[src/rtl/multicycle_ctrl.sv]
// Multicycle RV32I control unit: fetch/decode/execute/memory/writeback sequencer
// with an embedded ALU decoder, a sticky illegal-opcode trap and a retired-instruction counter.
module multicycle_ctrl #(
    parameter int ALUCTL_W = 4,
    parameter int EXT_OPS  = 1,
    parameter int CNT_W    = 16
) (
    input  logic                clk,
    input  logic                rst_n,
    input  logic [6:0]          op,
    input  logic [2:0]          f3,
    input  logic [6:0]          f7,
    input  logic                zero,
    input  logic                mem_ready,
    output logic                pc_write,
    output logic                adr_src,
    output logic                mem_write,
    output logic                ir_write,
    output logic [1:0]          result_src,
    output logic [1:0]          alu_src_a,
    output logic [1:0]          alu_src_b,
    output logic [1:0]          imm_src,
    output logic                reg_write,
    output logic [ALUCTL_W-1:0] alu_control,
    output logic                illegal,
    output logic [CNT_W-1:0]    retired
);
    typedef enum logic [3:0] {
        S_FETCH, S_DECODE, S_MEMADR, S_MEMREAD, S_MEMWB, S_MEMWRITE,
        S_EXEC_R, S_EXEC_I, S_ALUWB, S_BRANCH, S_JAL, S_ILLEGAL
    } state_t;

    localparam logic [6:0] OP_LOAD   = 7'b0000011;
    localparam logic [6:0] OP_STORE  = 7'b0100011;
    localparam logic [6:0] OP_R      = 7'b0110011;
    localparam logic [6:0] OP_I      = 7'b0010011;
    localparam logic [6:0] OP_BRANCH = 7'b1100011;
    localparam logic [6:0] OP_JAL    = 7'b1101111;

    localparam logic [3:0] ALU_ADD  = 4'd0;
    localparam logic [3:0] ALU_SUB  = 4'd1;
    localparam logic [3:0] ALU_AND  = 4'd2;
    localparam logic [3:0] ALU_OR   = 4'd3;
    localparam logic [3:0] ALU_XOR  = 4'd4;
    localparam logic [3:0] ALU_SLT  = 4'd5;
    localparam logic [3:0] ALU_SLL  = 4'd6;
    localparam logic [3:0] ALU_SRL  = 4'd7;
    localparam logic [3:0] ALU_SRA  = 4'd8;
    localparam logic [3:0] ALU_SLTU = 4'd9;

    localparam bit EXT = (EXT_OPS != 0);

    state_t     state;
    state_t     decode_next;
    logic [3:0] funct_code;
    logic [3:0] alu_code;
    logic       funct_legal;
    logic       branch_legal;
    logic       f7_unused;

    assign f7_unused = ^{f7[6], f7[4:0]};

    // Extended functs decode to their codes in every build but are only reachable when EXT is set.
    always_comb begin
        funct_code  = ALU_ADD;
        funct_legal = 1'b1;
        case (f3)
            3'b000: funct_code = (op[5] & f7[5]) ? ALU_SUB : ALU_ADD;
            3'b001: begin funct_code = ALU_SLL;  funct_legal = EXT; end
            3'b010: funct_code = ALU_SLT;
            3'b011: begin funct_code = ALU_SLTU; funct_legal = EXT; end
            3'b100: begin funct_code = ALU_XOR;  funct_legal = EXT; end
            3'b101: begin funct_code = f7[5] ? ALU_SRA : ALU_SRL; funct_legal = EXT; end
            3'b110: funct_code = ALU_OR;
            default: funct_code = ALU_AND;
        endcase
    end

    assign branch_legal = (f3 == 3'b000) || (EXT && (f3 == 3'b001));

    always_comb begin
        decode_next = S_ILLEGAL;
        case (op)
            OP_LOAD, OP_STORE: decode_next = S_MEMADR;
            OP_R:              decode_next = funct_legal ? S_EXEC_R : S_ILLEGAL;
            OP_I:              decode_next = funct_legal ? S_EXEC_I : S_ILLEGAL;
            OP_BRANCH:         decode_next = branch_legal ? S_BRANCH : S_ILLEGAL;
            OP_JAL:            decode_next = S_JAL;
            default:           decode_next = S_ILLEGAL;
        endcase
    end

    // mem_ready handshake: FETCH, MEMREAD and MEMWRITE keep presenting their access
    // until mem_ready is high at a rising edge; the access completes in that cycle.
    always_ff @(posedge clk or negedge rst_n) begin
        if (!rst_n) begin
            state   <= S_FETCH;
            illegal <= 1'b0;
            retired <= '0;
        end else begin
            case (state)
                S_FETCH:    if (mem_ready) state <= S_DECODE;
                S_DECODE: begin
                    state <= decode_next;
                    if (decode_next == S_ILLEGAL) illegal <= 1'b1;
                end
                S_MEMADR:   state <= op[5] ? S_MEMWRITE : S_MEMREAD;
                S_MEMREAD:  if (mem_ready) state <= S_MEMWB;
                S_MEMWB: begin
                    state   <= S_FETCH;
                    retired <= retired + CNT_W'(1);
                end
                S_MEMWRITE: if (mem_ready) begin
                    state   <= S_FETCH;
                    retired <= retired + CNT_W'(1);
                end
                S_EXEC_R, S_EXEC_I: state <= S_ALUWB;
                S_ALUWB, S_BRANCH: begin
                    state   <= S_FETCH;
                    retired <= retired + CNT_W'(1);
                end
                S_JAL:      state <= S_ALUWB;
                S_ILLEGAL: begin
                    state   <= S_ILLEGAL;
                    illegal <= 1'b1;
                end
                default:    state <= S_FETCH;
            endcase
        end
    end

    always_comb begin
        pc_write   = 1'b0;
        adr_src    = 1'b0;
        mem_write  = 1'b0;
        ir_write   = 1'b0;
        result_src = 2'b00;
        alu_src_a  = 2'b00;
        alu_src_b  = 2'b00;
        reg_write  = 1'b0;
        alu_code   = ALU_ADD;
        case (state)
            S_FETCH: begin
                alu_src_b  = 2'b10;
                result_src = 2'b10;
                ir_write   = mem_ready;
                pc_write   = mem_ready;
            end
            S_DECODE:   begin alu_src_a = 2'b01; alu_src_b = 2'b01; end
            S_MEMADR:   begin alu_src_a = 2'b10; alu_src_b = 2'b01; end
            S_MEMREAD:  adr_src = 1'b1;
            S_MEMWB:    begin result_src = 2'b01; reg_write = 1'b1; end
            S_MEMWRITE: begin adr_src = 1'b1; mem_write = 1'b1; end
            S_EXEC_R:   begin alu_src_a = 2'b10; alu_code = funct_code; end
            S_EXEC_I:   begin alu_src_a = 2'b10; alu_src_b = 2'b01; alu_code = funct_code; end
            S_ALUWB:    reg_write = 1'b1;
            S_BRANCH: begin
                alu_src_a = 2'b10;
                alu_code  = ALU_SUB;
                pc_write  = EXT ? (zero ^ f3[0]) : zero;
            end
            S_JAL:      begin alu_src_a = 2'b01; alu_src_b = 2'b10; pc_write = 1'b1; end
            default: ;
        endcase
    end

    assign alu_control = ALUCTL_W'(alu_code);

    always_comb begin
        case (op)
            OP_STORE:  imm_src = 2'b01;
            OP_BRANCH: imm_src = 2'b10;
            OP_JAL:    imm_src = 2'b11;
            default:   imm_src = 2'b00;
        endcase
    end
endmodule

[config.mk]
export PLATFORM = sky130hd
export DESIGN_NAME = multicycle_ctrl
export DESIGN_NICKNAME = d
export VERILOG_FILES = /design/src/rtl/multicycle_ctrl.sv
export SDC_FILE = /design/constraint.sdc
export NUM_CORES = 1
export LEC_CHECK = 0
export BUFFER_PORTS_ARGS = -buffer_cell sky130_fd_sc_hd__buf_2
export CAP_MARGIN = 15
export CORE_MARGIN = 2
export CORE_UTILIZATION = 45
export DETAILED_ROUTE_END_ITERATION = 10
export GPL_TIMING_DRIVEN = 0
export PLACE_DENSITY = 0.73
export SYNTH_ARGS = -nofsm -noshare
export SYNTH_HDL_FRONTEND = slang
export SYNTH_SLANG_ARGS = --single-unit
[constraint.sdc]
create_clock -name clk -period 3.75 [get_ports clk]
set_input_delay 0.1875 -clock clk [delete_from_list [all_inputs] [get_ports clk]]
set_output_delay 0.1875 -clock clk [all_outputs]
set_load 0.02 [all_outputs]
==> out/metrics.cfg, run 1 <==
[status]
status=complete, no violations

[timing]
rsz0062_at_grt=false
tightest_slew_ps=605.5
layout_min_cycle_time_ps=2093
hold_viol=0
slew_viol_final=0
setup_viol_count_final=0
fmax_mhz=477.7
fin_ws_ps=1657
finalSetupTns_ps=0
relSlewSlack_pct=59.63
finalClockSkew_ps=3.040
period_share_pct=55.83

[synth]
synth_top_area_share_pct=34.06
seq_area_frac_synth_pct=34.06
yosys_warnings=0
synthCells=168
syn_area_sq_um=1543
syn_area_per_cell_sq_um=9.183
ys_ff_latch=21
syn-num-nets=190
synth_area_leaders=dfrtp_1 (34%), xor2_1 (9.1%), nor4_2 (5.7%), nand2_1 (3.4%), a21oi_1 (2.6%)
synth_cell_types=48
synth_top_area_cell=dfrtp_1

[global_route]
grt_use_total_pct=18.81
grt.overflow.total=0
grt_pass1_vias=1408
grt_pass1_wl_um=6161
grt_max_degree=22
antenna_found_initial=0

[drt]
route.met3.wl_um=137
via_count=1440
route.met2.wl_um=1540
routed.top_layer=met4
antenna_left=0
drtIter0Drc=61
wl_met1_um=1640
dr.pass1.iters=4
wl_per_cell_um=12.58
drc=0
via_per_inst=5.414
drt-total-wl_um=3346

[clock_tree]
cts-root-buf=clkbuf_4
cts_tree=built
cts_buffers=3
post_cts_buffers=0
htreeDepth=1
cts_resized=0
cts_buffer_depth=2
cts_num_sinks=21
clk_pin_slew_ps=130
clock_latency_ps=310
cts_hold_buf=1

[finish]
antenna_cells=0
n_fill_cell=307
drive_gt1_share_pct=34.55
nNetsFinal=243
area_growth_pct=21.57

[worst_setup_path]
cp-end-kind=primary output
arrival_ps=1910
critPathRequiredTime_ps=3560
crit_type=flop to primary output
crit_path_max_fanout=10
r2r_start=state[3]
r2r_slack_ps=1920
start_kind=flop
rr_endpoint=state[0]
reg2reg_depth=5

[floorplanning]
die_w_um=62.55
chipHeight_um=62.55
die-area_sq_um=3913
io_pins=55
rows=21
initial_core_util_pct=46.60
core_region_area_sq_um=3311

[place]
dp_worst_setup_slack_ps=2012
gp_congestion=0.8466
hpwl_um=2497
portBuffers=47

[flow_run]
maxCapViolCount=0

[min_path]
hold_path_depth=3
hold_class=input pin to flop
hold_end=illegal
holdCritStartpoint=f3[2]

[power]
p_leak_nw=0.9070
ir_drop_mv=0.2078
p_per_area_nw_per_um2=611.5

==> registers in the layout (all words and copies together), names as in the netlist <==
signal	count
illegal	1
retired	16
state	4
==> worst max-delay path by stage <==
| stage | end | cells after the start | slack [ps] | startpoint |
|---|---|---|---|---|
| 2_1_floorplan | imm_src[0] | 2 | 1760 | op[2] |
| 3_3_place_gp | state[0] | 5 | 2030 | state[3] |
| 3_5_place_dp | state[0] | 5 | 2010 | state[3] |
| 4_1_cts | pc_write | 7 | 1680 | state[1] |
| 5_1_grt | pc_write | 7 | 1490 | state[1] |
| 6_report | pc_write | 7 | 1660 | state[1] |
==> stage by stage <==
stage	instances	hold slack (ps)	total power, mW	utilization, %	cell area (sq um)
floorplan	168	-108.1	0.8447	-	1543
global placement	261	166.0	1.026	55.44	1836
detailed placement	261	180.6	1.032	55.44	1836
CTS	266	215.7	1.149	56.65	1876
global route	266	208.1	1.250	56.65	1876
finish	266	221.7	1.147	56.65	1876
==> routing by layer <==
| layer | track usage, % | up-vias |
|---|---|---|
| li1 | - | 722 |
| met4 | 5.556 | 0 |
| met2 | 31.59 | 36 |
| met3 | 2.162 | 2 |
| met1 | 25.45 | 680 |
| met5 | 0 | - |
==> cells in the mapped netlist, drive strengths merged <==
library cell  instances
nor2b                 3
nand4                 4
or3b                  1
nor4bb                1
ha                    1
and2                  2
xnor2                 2
buf                   5
o22a                  1
mux2                  1
or4                   1
o21bai                2
nor4                 10
or2                   1
nand2b                4
a211oi                3
nor4b                 3
nor3                  7
inv                   4
o21ai                 6
and4                  3
nand2                14
o2bb2ai               1
nor3b                 3
o22ai                 2
xor2                 16
or2b                  1
or3                   1
or4b                  2
dfrtp                21
a31oi                 3
nor2                 10
and2b                 1
nand3                 6
a21oi                10
o31a                  2
o211a                 1
a2111oi               1
clkbuf                7
o32ai                 1
==> critical path, stage by stage (launching register included) <==
cell	delay (ps)
dfrtp_1	370
buf_6	120
clkbuf_1	470
nand2_1	150
a21oi_1	180
a21oi_1	60
nor2_1	90
buf_2	170
==> cell usage in the layout (no fill, tap or decap), types with 3 or more instances in the layout <==
cell type   n
buf_2      50
dfrtp_1    21
xor2_1     16
nand2_1    14
nor2_1     10
a21oi_1     8
clkbuf_1    7
nor3_1      7
nor4_2      7
nand3_1     6
o21ai_0     5
nand2b_1    4
inv_1       3
nor3b_1     3
a211oi_1    3
nor4_1      3
nor2b_1     3
and4_1      3
a31oi_1     3
nand4_1     3
clkbuf_4    3
==> cells by family after synthesis <==
kind of cell | count (synthesis) | share of synthesized area, %
buf+inv | 16 | 5.109
fa+ha+maj | 1 | 0.8109
compound gates | 33 | 15.90
flops | 21 | 34.06
xor+xnor | 18 | 10.22
mux | 1 | 0.7299
simple gates | 78 | 33.17
==> cell type report <==
cell class,instances,area (sq um),share of cell area [%]
clock buffers,3,22.52,1.201
inverters,4,15.01,0.8005
clock inverters,1,7.507,0.4003
multi-input cells,131,938.4,50.03
plain buffers,12,63.81,3.402
flip-flops and latches,21,525.5,28.02
well taps,46,57.56,3.069
repair buffers,48,245.2,13.08
==> power breakdown <==
group	leakage (nW)	total (mW)	switching, mW	internal (mW)
registers	0.276	0.317	0.0454	0.271
logic	0.617	0.712	0.447	0.265
clock network	0.0139	0.118	0.0770	0.0406
total	0.907	1.15	0.570	0.577
(Power assumes the default switching activity.)
==> run 2, diff against run 1 <==
==> constraint.sdc (replaced) <==
create_clock -name clk -period 2.17 [get_ports clk]
set_input_delay 0.1085 -clock clk [delete_from_list [all_inputs] [get_ports clk]]
set_output_delay 0.1085 -clock clk [all_outputs]
set_load 0.02 [all_outputs]
==> out/metrics.cfg, run 2 (same netlist as run 1, synthesis figures left out) <==
[power]
ir_drop_mv=0.3596
p_per_area_nw_per_um2=1052
p_leak_nw=0.9058

[timing]
relSlewSlack_pct=68.68
setup_viol_count_final=0
rsz0062_at_grt=false
finalClockSkew_ps=4.257
hold_ws_ps=142.2
hold_viol=0
finalSetupTns_ps=0
period_share_pct=89.17
fmax_mhz=516.8
slew_viol_final=0
tightest_slew_ps=469.7
layout_min_cycle_time_ps=1935

[global_route]
antenna_found_initial=0
grt.overflow.total=0
grt_pass1_wl_um=6161
grt_use_total_pct=18.81
grt_pass1_vias=1408
grt_max_degree=22

[drt]
via_per_inst=5.343
antenna_left=0
drc=0
dr.pass1.iters=4
via_count=1416
drtIter0Drc=78
wl_per_cell_um=12.40
drt-total-wl_um=3285

[finish]
final_cell_mix=buf_2 (50), dfrtp_1 (21), xor2_1 (16), nand2_1 (14), nor2_1 (10)
regMostFlops=retired
antenna_cells=0
largest_reg_flops=16
area_growth_pct=21.33
final_common_cell=buf_2
drive_gt1_share_pct=34.70
top_regs=retired x16, state x4, illegal x1
final_util_pct=56.54
nNetsFinal=242

[worst_setup_path]
cpLargestDelayFamily=buffers and inverters
r2r_start=state[1]
rr_endpoint=state[0]
crit_cells=5
cp-end-kind=primary output
crit_path_max_fanout=17
critPathMaxStageDelay_ps=380
start_kind=flop
critPathRequiredTime_ps=2060
r2r_slack_ps=320
crit_type=flop to primary output
path_cells=buf_6, clkbuf_1, nand2_1, a211oi_1, buf_2
reg2reg_depth=5
worstPathBufferInverterCount=3
critPathSlowestCell=clkbuf_1
arrival_ps=1830

[min_path]
hold_end=illegal
hold_class=input pin to flop
hold_path_depth=3
holdCritStartpoint=f3[2]

[place]
portBuffers=47
gp_congestion=0.8466
hpwl_um=2497

[clock_tree]
clk_pin_slew_ps=130
cts-root-buf=clkbuf_4
htreeDepth=1
cts_buffers=3
cts_buffer_depth=2
clock_latency_ps=310
cts_tree=built
cts_num_sinks=21

[floorplanning]
io_pins=55
initial_core_util_pct=46.60
die-area_sq_um=3913
chipHeight_um=62.55
die_w_um=62.55
rows=21
core_region_area_sq_um=3311

[flow_run]
maxCapViolCount=0

[status]
status=complete, no violations

-- run 2: layout make-up --
cell class	count	area, sq um
Tap cell	46	57.56
Clock buffer	3	22.52
Clock inverter	1	7.507
Multi-Input combinational cell	131	938.4
Buffer	11	60.06
Fill cell	306	1439
Sequential cell	21	525.5
Inverter	4	15.01
Timing Repair Buffer	48	245.2
-- run 2: worst min-delay path: stages --
cell and delay (ps):
buf_2 140, nor4_2 80, o21ai_2 90
-- run 2: what timing repair did --
action,CTS,global route
endpoints found under the hold margin,21,0
setup endpoints to repair,0,1
gates resized for setup,0,0
hold buffers,1,0
buffers inserted,0,0
-- run 2: report_power, final --
group	leakage (nW)	internal (mW)	switching [mW]	total [mW]
combinational	0.616	0.456	0.765	1.22
sequential	0.276	0.469	0.0777	0.547
clock	0.0139	0.0701	0.132	0.202
-- run 2: per-stage QoR --
step                      setup slack, ps  total power, mW  cells  instance area (sq um)
final                               235.0            1.970    265                   1872
after global routing                33.47            2.157    265                   1872
after floorplan                     302.9            1.460    168                   1543
after detailed placement            431.7            1.783    261                   1836
after global placement              449.2            1.774    261                   1836
after CTS                           176.4            1.985    266                   1876
-- run 2: worst max path at each step --
stage               startpoint  slack (ps)             end
global placement      state[3]         450        state[0]
floorplan             state[1]         300        ir_write
finish                state[1]         230  alu_control[2]
CTS                   state[1]         180        pc_write
global route          state[1]          30  alu_control[1]
detailed placement    state[3]         430        state[0]
-- run 2: layer usage --
metal / global-route usage (%) / wire [um]
met1: 25.45 / 1608
met2: 31.59 / 1533
met3: 2.162 / 115
met4: 5.556 / 27
met5: 0 / 0
==> run 3, diff against run 2 <==
--- a/config.mk
+++ b/config.mk
@@ -12,6 +12,8 @@
 export DETAILED_ROUTE_END_ITERATION = 10
 export GPL_TIMING_DRIVEN = 0
 export PLACE_DENSITY = 0.73
+export RECOVER_POWER = 100
+export REMOVE_ABC_BUFFERS = 1
 export SYNTH_ARGS = -nofsm -noshare
 export SYNTH_HDL_FRONTEND = slang
 export SYNTH_SLANG_ARGS = --single-unit
==> out/metrics.cfg, run 3 (same netlist as run 1, synthesis figures left out) <==
[place]
gp_congestion=0.7849
hpwl_um=2367
dp_cells=250
portBuffers=48

[drt]
routed.top_layer=met4
drtIter0Drc=72
wl_per_cell_um=12.71
wl_met1_um=1519
route.met3.wl_um=130
via_per_inst=5.391
dr.pass1.iters=4
route.met2.wl_um=1561
via_count=1380
drt-total-wl_um=3253
antenna_left=0
drc=0

[global_route]
grt_max_degree=36
grt_pass1_vias=1276
antenna_found_initial=0
grt_use_total_pct=16.84
grt_pass1_wl_um=5485
grt.overflow.total=0

[floorplanning]
chipHeight_um=62.55
die-area_sq_um=3913
io_pins=55
rows=21
core_region_area_sq_um=3311
initial_core_util_pct=46.60
die_w_um=62.55

[finish]
area_growth_pct=12.65
top_regs=retired x16, state x4, illegal x1
regMostFlops=retired
antenna_cells=0
drive_gt1_share_pct=16.19
final_util_pct=52.49
n_fill_cell=363
final_cell_mix=clkbuf_1 (32), dfrtp_1 (19), xor2_1 (16), buf_2 (15), nand2_1 (14)
largest_reg_flops=16
final_common_cell=clkbuf_1
final_cells=256
nNetsFinal=233

[clock_tree]
cts_buffers=3
cts_tree=built
clock_latency_ps=300
htreeDepth=1
cts_buffer_depth=2
cts-root-buf=clkbuf_4
clk_pin_slew_ps=120
cts_num_sinks=21

[timing]
relSlewSlack_pct=28.12
finalSetupTns_ps=0
tightest_slew_ps=1078
fmax_mhz=503.2
layout_min_cycle_time_ps=1987
setup_viol_count_final=0
slew_viol_final=0
finalClockSkew_ps=6.641
rsz0062_at_grt=false
hold_viol=0
period_share_pct=91.57

[power]
power.share.clock_pct=10.2
power_frac_comb_pct=51.8
p_int_uw=902.0
total_power_mw=1.822
seqPwrFrac_pct=38.0
ir_drop_mv=0.5046
p_leak_nw=0.7541
p_sw_uw=920.3
p_per_area_nw_per_um2=1049
p_sw_share_pct=50.50

[worst_setup_path]
cp-end-kind=primary output
crit_path_max_fanout=19
arrival_ps=1880
start_kind=flop
crit_type=flop to primary output
critPathRequiredTime_ps=2060
r2r_slack_ps=260

[min_path]
hold_class=input pin to flop

[flow_run]
maxCapViolCount=0

[status]
status=complete, no violations

-- run 3: metrics by stage --
stage / cell area (sq um) / hold WS (ps) / setup WS [ps]
2_1_floorplan: 1479 / -187.1 / 146.5
3_3_place_gp: 1777 / 81.85 / -95.83
3_5_place_dp: 1777 / 87.81 / -116.8
4_1_cts: 1822 / 141.1 / 38.19
5_1_grt: 1738 / 145.2 / 73.63
6_report: 1738 / 142.6 / 182.9
-- run 3: layout make-up --
| class | count | area [sq um] | area share, % |
|---|---|---|---|
| well taps | 46 | 57.56 | 3.312 |
| flip-flops and latches | 21 | 530.5 | 30.53 |
| multi-input cells | 131 | 882.1 | 50.76 |
| repair buffers | 50 | 226.5 | 13.03 |
| inverters | 4 | 15.01 | 0.8639 |
| clock buffers | 4 | 26.28 | 1.512 |
-- run 3: path summary, 6_finish.rpt --
kind                                  start     endpoint  cells past startpoint
worst max register to register     state[0]     state[0]                      4
worst max-delay path               state[1]     pc_write                      5
worst min register to register  retired[15]  retired[15]                      1
max in group asynchronous             rst_n     state[1]                      2
min in group asynchronous             rst_n   retired[4]                      2
worst min-delay path                  f3[2]      illegal                      3
-- run 3: worst max-delay path: stages (launching register included) --
cell and delay [ps]:
dfrtp_4 600, or3b_2 490, a21oi_1 170, a21oi_1 60, nor2_1 90, clkbuf_2 170
-- run 3: layer usage --
layer,global-route usage [%],up-vias
met5,0,-
met4,6.111,0
met3,1.802,4
met2,30.38,35
met1,20.66,639
li1,-,702
-- run 3: repair_timing --
item	4_1_cts	5_1_grt
gates resized for setup	2	2
endpoints found under the setup margin	14	3
setup buffers	0	1
hold buffers	1	0
endpoints found under the hold margin	21	0
-- run 3: power groups by stage --
stage	combinational, mW	clock, mW	sequential, mW
6_report	0.944	0.186	0.693
5_1_grt	1.04	0.217	0.725
4_1_cts	0.974	0.191	0.721
3_5_place_dp	0.957	0	0.729
3_3_place_gp	0.948	0	0.727
2_1_floorplan	0.652	0	0.725
